**src/rtl/serial_addsub_pkg.sv**
```systemverilog
// Shared calculator definitions: sequencer state encoding and operation codes.
package serial_addsub_pkg;

  typedef enum logic [1:0] {
    IDLE  = 2'd0,
    SHIFT = 2'd1,
    DONE  = 2'd2
  } state_t;

  localparam logic OP_ADD = 1'b0;
  localparam logic OP_SUB = 1'b1;

endpackage

```
**src/rtl/serial_addsub_if.sv**
```systemverilog
// Request/result bundle between the calculator front end and the serial add/sub sequencer.
interface serial_addsub_if #(parameter int WIDTH = 8);

  logic             start;
  logic             op_sub;
  logic [WIDTH-1:0] a_in;
  logic [WIDTH-1:0] b_in;
  logic             busy;
  logic             done;
  logic [WIDTH-1:0] result;
  logic             carry_out;
  logic             overflow;

  modport master (
    output start, op_sub, a_in, b_in,
    input  busy, done, result, carry_out, overflow
  );

  modport slave (
    input  start, op_sub, a_in, b_in,
    output busy, done, result, carry_out, overflow
  );

endinterface

```
**src/rtl/serial_addsub_full_adder.sv**
```systemverilog
// Single-bit full adder stage of the calculator; complement1_sel qualifies the operand bits,
// and finished flags that the stage is idle.
module full_adder (
  input  logic a,
  input  logic b,
  input  logic ci,
  input  logic complement1_sel,
  output logic sum,
  output logic co,
  output logic finished
);

  assign sum      = complement1_sel & (a ^ b ^ ci);
  assign co       = complement1_sel & ((a & b) | (ci & (a ^ b)));
  assign finished = ~complement1_sel;

endmodule

```
**src/rtl/serial_addsub.sv**
```systemverilog
// Bit-serial add/subtract sequencer: streams operands LSB-first through one full_adder,
// keeping the carry in a flip-flop, and reports result/carry/overflow with a done pulse.
module serial_addsub
  import serial_addsub_pkg::*;
#(
  parameter int WIDTH = 8
) (
  input  logic            clk,
  input  logic            rst,
  serial_addsub_if.slave  bus
);

  localparam int             CW   = $clog2(WIDTH);
  localparam logic [CW-1:0]  LAST = CW'(WIDTH - 1);

  state_t           r_state;
  state_t           w_next;
  logic [WIDTH-1:0] r_sa;
  logic [WIDTH-1:0] r_sb;
  logic [WIDTH-1:0] r_sr;
  logic [WIDTH-1:0] r_result;
  logic [CW-1:0]    r_cnt;
  logic             r_carry;
  logic             r_carryOut;
  logic             r_overflow;
  logic             w_shift;
  logic             w_last;
  logic             w_sum;
  logic             w_co;

  assign w_shift = (r_state == SHIFT);
  assign w_last  = w_shift && (r_cnt == LAST);

  full_adder u_fa (
    .a               (r_sa[0]),
    .b               (r_sb[0]),
    .ci              (r_carry),
    .complement1_sel (w_shift),
    .sum             (w_sum),
    .co              (w_co),
    .finished        ()
  );

  always_ff @(posedge clk or posedge rst) begin
    if (rst) r_state <= IDLE;
    else     r_state <= w_next;
  end

  always_comb begin
    w_next = r_state;
    case (r_state)
      IDLE:    if (bus.start) w_next = SHIFT;
      SHIFT:   if (r_cnt == LAST) w_next = DONE;
      DONE:    w_next = IDLE;
      default: w_next = IDLE;
    endcase
  end

  // Subtraction is A + ~B + 1: B is inverted at load and the carry FF seeds the +1.
  // On the last bit the carry FF still holds the MSB carry-in, which gives signed overflow.
  always_ff @(posedge clk or posedge rst) begin
    if (rst) begin
      r_sa       <= '0;
      r_sb       <= '0;
      r_sr       <= '0;
      r_cnt      <= '0;
      r_carry    <= 1'b0;
      r_result   <= '0;
      r_carryOut <= 1'b0;
      r_overflow <= 1'b0;
    end else if (r_state == IDLE && bus.start) begin
      r_sa    <= bus.a_in;
      r_sb    <= (bus.op_sub == OP_SUB) ? ~bus.b_in : bus.b_in;
      r_carry <= bus.op_sub;
      r_cnt   <= '0;
    end else if (w_shift) begin
      r_sa    <= r_sa >> 1;
      r_sb    <= r_sb >> 1;
      r_sr    <= {w_sum, r_sr[WIDTH-1:1]};
      r_carry <= w_co;
      if (w_last) begin
        r_result   <= {w_sum, r_sr[WIDTH-1:1]};
        r_carryOut <= w_co;
        r_overflow <= r_carry ^ w_co;
      end else begin
        r_cnt <= r_cnt + 1'b1;
      end
    end
  end

  assign bus.busy      = (r_state != IDLE);
  assign bus.done      = (r_state == DONE);
  assign bus.result    = r_result;
  assign bus.carry_out = r_carryOut;
  assign bus.overflow  = r_overflow;

endmodule
```
**src/flat_wrapper.sv**
```systemverilog
// flat-port wrapper written by rule: the top's interface ports become plain ports
module serial_addsub_flat import serial_addsub_pkg::*;
#(
  parameter int WIDTH = 8
)
  (clk, rst, bus_start, bus_op_sub, bus_a_in, bus_b_in, bus_busy, bus_done, bus_result, bus_carry_out, bus_overflow);
  serial_addsub_if #(.WIDTH(WIDTH)) bus_i ();
  input  logic clk;
  input  logic rst;
  input wire logic [$bits(bus_i.start)-1:0] bus_start;
  input wire logic [$bits(bus_i.op_sub)-1:0] bus_op_sub;
  input wire logic [$bits(bus_i.a_in)-1:0] bus_a_in;
  input wire logic [$bits(bus_i.b_in)-1:0] bus_b_in;
  output wire logic [$bits(bus_i.busy)-1:0] bus_busy;
  output wire logic [$bits(bus_i.done)-1:0] bus_done;
  output wire logic [$bits(bus_i.result)-1:0] bus_result;
  output wire logic [$bits(bus_i.carry_out)-1:0] bus_carry_out;
  output wire logic [$bits(bus_i.overflow)-1:0] bus_overflow;
  assign bus_i.start = bus_start;
  assign bus_i.op_sub = bus_op_sub;
  assign bus_i.a_in = bus_a_in;
  assign bus_i.b_in = bus_b_in;
  assign bus_busy = bus_i.busy;
  assign bus_done = bus_i.done;
  assign bus_result = bus_i.result;
  assign bus_carry_out = bus_i.carry_out;
  assign bus_overflow = bus_i.overflow;
  serial_addsub #(.WIDTH(WIDTH)) u_core (.clk(clk), .rst(rst), .bus(bus_i));
endmodule
```
**config.mk**
```make
export PLATFORM = sky130hd
export DESIGN_NAME = serial_addsub_flat
export DESIGN_NICKNAME = d
export VERILOG_FILES = /design/src/rtl/serial_addsub_pkg.sv /design/src/rtl/serial_addsub_if.sv /design/src/rtl/serial_addsub_full_adder.sv /design/src/rtl/serial_addsub.sv /design/src/flat_wrapper.sv
export SDC_FILE = /design/constraint.sdc
export NUM_CORES = 1
export LEC_CHECK = 0
export ABC_AREA = 1
export BUFFER_PORTS_ARGS = -buffer_cell sky130_fd_sc_hd__buf_4
export CORE_ASPECT_RATIO = 1.75
export CORE_MARGIN = 2
export CORE_UTILIZATION = 50
export CTS_BUF_LIST = sky130_fd_sc_hd__clkbuf_8
export DETAILED_ROUTE_END_ITERATION = 6
export PLACE_DENSITY = 0.78
export SYNTH_ARGS = -nofsm -noshare
export SYNTH_HDL_FRONTEND = slang
export SYNTH_SLANG_ARGS = --single-unit
```
**constraint.sdc**
```tcl
create_clock -name clk -period 1.2 [get_ports clk]
set_input_delay 0.12 -clock clk [delete_from_list [all_inputs] [get_ports clk]]
set_output_delay 0.12 -clock clk [all_outputs]
set_load 0.02 [all_outputs]
```
==> reports/qor.txt <==
Highest Clock Rate: 806 MHz
worst slew pin tran: 0.211 ns
drc violations: 0
root buffer cell: clkbuf_8
n_diodes: 0
H-tree depth: 2
detailed placement HPWL: 2550 um
Ys Warns: 0
Slew headroom: 0.859
routed len/inst: 12.8 um
Detailed Routing Iterations Pass 1: 4
cell taking the most area after synthesis: dfrtp_1
post-layout util: 0.699
Clock transition at path regs: 0.08 ns
Worst-Skew Late Latency: 0.29 ns
Crit Reg-Reg Startpoint: u_core.r_sa[0]
filler cell count: 275
failing checks: setup timing
die width: 50.2 um
main combinational cell family by area after synthesis: simple AND/OR/NAND/NOR gates
die extent in y: 84.9 um
Critical Path Max Stage Delay: 0.58 ns
initial antenna violation count: 0
Synth area leaders: dfrtp_1 (52%), nand2_1 (21%), nand3_1 (4.6%), inv_1 (4.2%), o21ai_2 (2.8%)
static leakage: 1.33 nW
Post-Synth Simple-Gate Area: 0.295
Syn Inst Count: 222
crit-path cells: fa_2 > nand2_2 > o21ai_1
ANT nets after route: 0
critical path peak fanout: 2
worst hold path class: primary input to register
Post-synth EDFFs: 0
final period utilization: 1.03
Final #Nets: 298
multiplexer share of the synthesized area: 0
Final Setup Violations: 3
total I/O pin count: 32
die area: 4260 sq um
mean post-synth cell area: 8.42 sq um
clk sink count: 39
status: complete, but fails checks
total CTS buffers: 5
Distinct cells, synth: 22
worst endpoint data arrival time: 1.46 ns
Seq/Total Area, Yosys: 0.522
Post-synth top cells: nand2_1 (106), dfrtp_1 (39), inv_1 (21)
initial DRC count: 45
max-slew violations: 0
Layout area overhead: 34.3%
WHS: 0.0303 ns
Synth async-reset ratio: 1.00
required time worst endpoint: 1.41 ns
CTS tree: done
XOR/XNOR Fraction of Synth Area: 0.00937
count leader, synth: nand2_1
grt total ovfl: 0
Adder-Cell Fraction of Synth Area: 0.0241
pwr dens: 2480 nW/um^2
critical hold path startpoint: bus_a_in[7]
CTS max path bufs: 2
post-synth top area share: 0.522
Starting Density: 0.520
maximum vdd drop: 1.42 mV
Syn Nets: 245
R2R setup slack: -0.04 ns
Overall Global Routing Usage: 0.189
Mapped Area: 1870 sq um
wire length of the first global-routing pass: 6130 um
routed vias/inst: 4.92
CP Launch Type: register
final instance area: 2510 sq um
setup TNS: -0.0786 ns
Tmin final: 1.24 ns
RSZ-0062 raised after global routing: yes
Final Hold Vio Count: 0
largest net degree at the start of global routing: 40
worst slack, placed: -0.0940 ns
slowest stage cell on the critical path: fa_2
clk_skew: 0.00745 ns
CP Class: register to register
Rows: 29
post-route setup slack: -0.0410 ns
Max Cap Viol: 0
Vias: 1584
share of layout cells above drive strength 1: 0.312
Post-Route WL: 4120 um
post-synthesis compound-gate area fraction: 0.0663
cell area after placement: 2210 sq um
kind of end point of the critical path: register
commonest register cell after synthesis: dfrtp_1
vias in the first global route: 1435
Critical Path Source: u_core.r_sa[0]
PortBufs: 31
number of synthesized register bits: 39
global placement routability congestion: 0.726
core area: 3590 sq um
[where the power goes]
| part | switching [mW] | internal, mW | total [mW] | leakage, nW |
|---|---|---|---|---|
| logic | 1.68 | 1.47 | 3.15 | 0.787 |
| clock network | 0.436 | 0.391 | 0.827 | 0.0505 |
| registers | 0.364 | 1.88 | 2.24 | 0.495 |
[what timing repair did]
action / 4_1_cts / 5_1_grt
endpoints found under the hold margin: 39 / 0
buffers inserted: 1 / 7
endpoints found under the setup margin: 18 / 24
hold buffers: 1 / 0
resized for setup: 8 / 21
gates cloned: 0 / 4
pin swaps: 3 / 11
[cells by family (layout without fill, tap and decap cells)]
kind of cell	after synthesis	after routing
buffers and inverters	30	82
and+or+nand+nor	130	132
xor gates and xnor gates	2	2
DFF	39	39
adders and majority gates	3	3
AOI/OAI and AO/OA	18	18
[cell type report]
class	count	area, sq um	area share
Clock buffer	5	68.8	0.0274
Inverter	23	96.3	0.0384
Clock inverter	3	12.5	0.00499
Tap cell	46	57.6	0.0229
Sequential cell	39	978	0.390
Timing Repair Buffer	51	484	0.193
Multi-Input combinational cell	155	812	0.324
[worst max-delay path, delay by kind of cell, from the launching register on]
| family | cells | cell delay [ns] |
|---|---|---|
| flip-flops | 1 | 0.42 |
| AND/OR/NAND/NOR | 1 | 0.06 |
| AO/OA/AOI/OAI | 1 | 0.11 |
| adder cells (fa/ha/maj) | 1 | 0.58 |
[sequential cells by signal (all words and copies together), names as in the netlist]
register	count
u_core.bus.overflow	1
u_core.r_carry	1
u_core.r_cnt	3
u_core.r_sr	7
u_core.r_sb	8
u_core.r_state	2
u_core.bus.result	8
u_core.r_sa	8
u_core.bus.carry_out	1
[per-stage QoR]
stage	total power, mW	std cells
3_3_place_gp	4.56	301
2_1_floorplan	3.83	222
6_report	6.22	322
3_5_place_dp	4.66	301
5_1_grt	6.66	322
4_1_cts	5.58	311
[metal layers]
layer | share of wire | global-route usage
met5 | 0 | 0
met4 | 0.025 | 0.0707
met1 | 0.36 | 0.207
met3 | 0.037 | 0.0423
met2 | 0.58 | 0.343
[cells in the final DEF, fill, tap and decap left out]
| master | netlist | routed |
|---|---|---|
| inv_4 | 1 | 4 |
| dfrtp_1 | 39 | 37 |
| nand2_1 | 106 | 102 |
| clkbuf_16 | 0 | 1 |
| ha_4 | 0 | 1 |
| clkinv_2 | 0 | 1 |
| o21ai_0 | 10 | 6 |
| buf_6 | 3 | 5 |
| buf_12 | 0 | 5 |
| nand3_2 | 0 | 2 |
| xnor2_1 | 2 | 2 |
| fa_2 | 0 | 1 |
| inv_1 | 21 | 21 |
| nand2_2 | 0 | 4 |
| nor2_2 | 0 | 2 |
| nor2_4 | 1 | 1 |
| clkbuf_8 | 0 | 5 |
| nand3b_1 | 1 | 1 |
| dlygate4sd3_1 | 0 | 1 |
| dfrtp_2 | 0 | 2 |
| nor2_8 | 1 | 1 |
| o21ai_1 | 1 | 5 |
| nand2_4 | 2 | 3 |
| buf_4 | 1 | 39 |
| ha_2 | 0 | 1 |
| o21ai_2 | 6 | 6 |
| nand2_8 | 0 | 1 |
| nand3_1 | 17 | 15 |
| o21ai_4 | 1 | 1 |
[path summary, 6_finish.rpt]
check	depth (start not counted)	to
min reg2reg	2	u_core.bus.result[0]
min in group asynchronous	4	u_core.r_sr[4]
min	3	u_core.r_sa[7]
max in group asynchronous	4	u_core.r_state[0]
max	3	u_core.bus.result[7]
max reg2reg	3	u_core.bus.result[7]
Note: power is estimated with default switching activity, not from simulation.
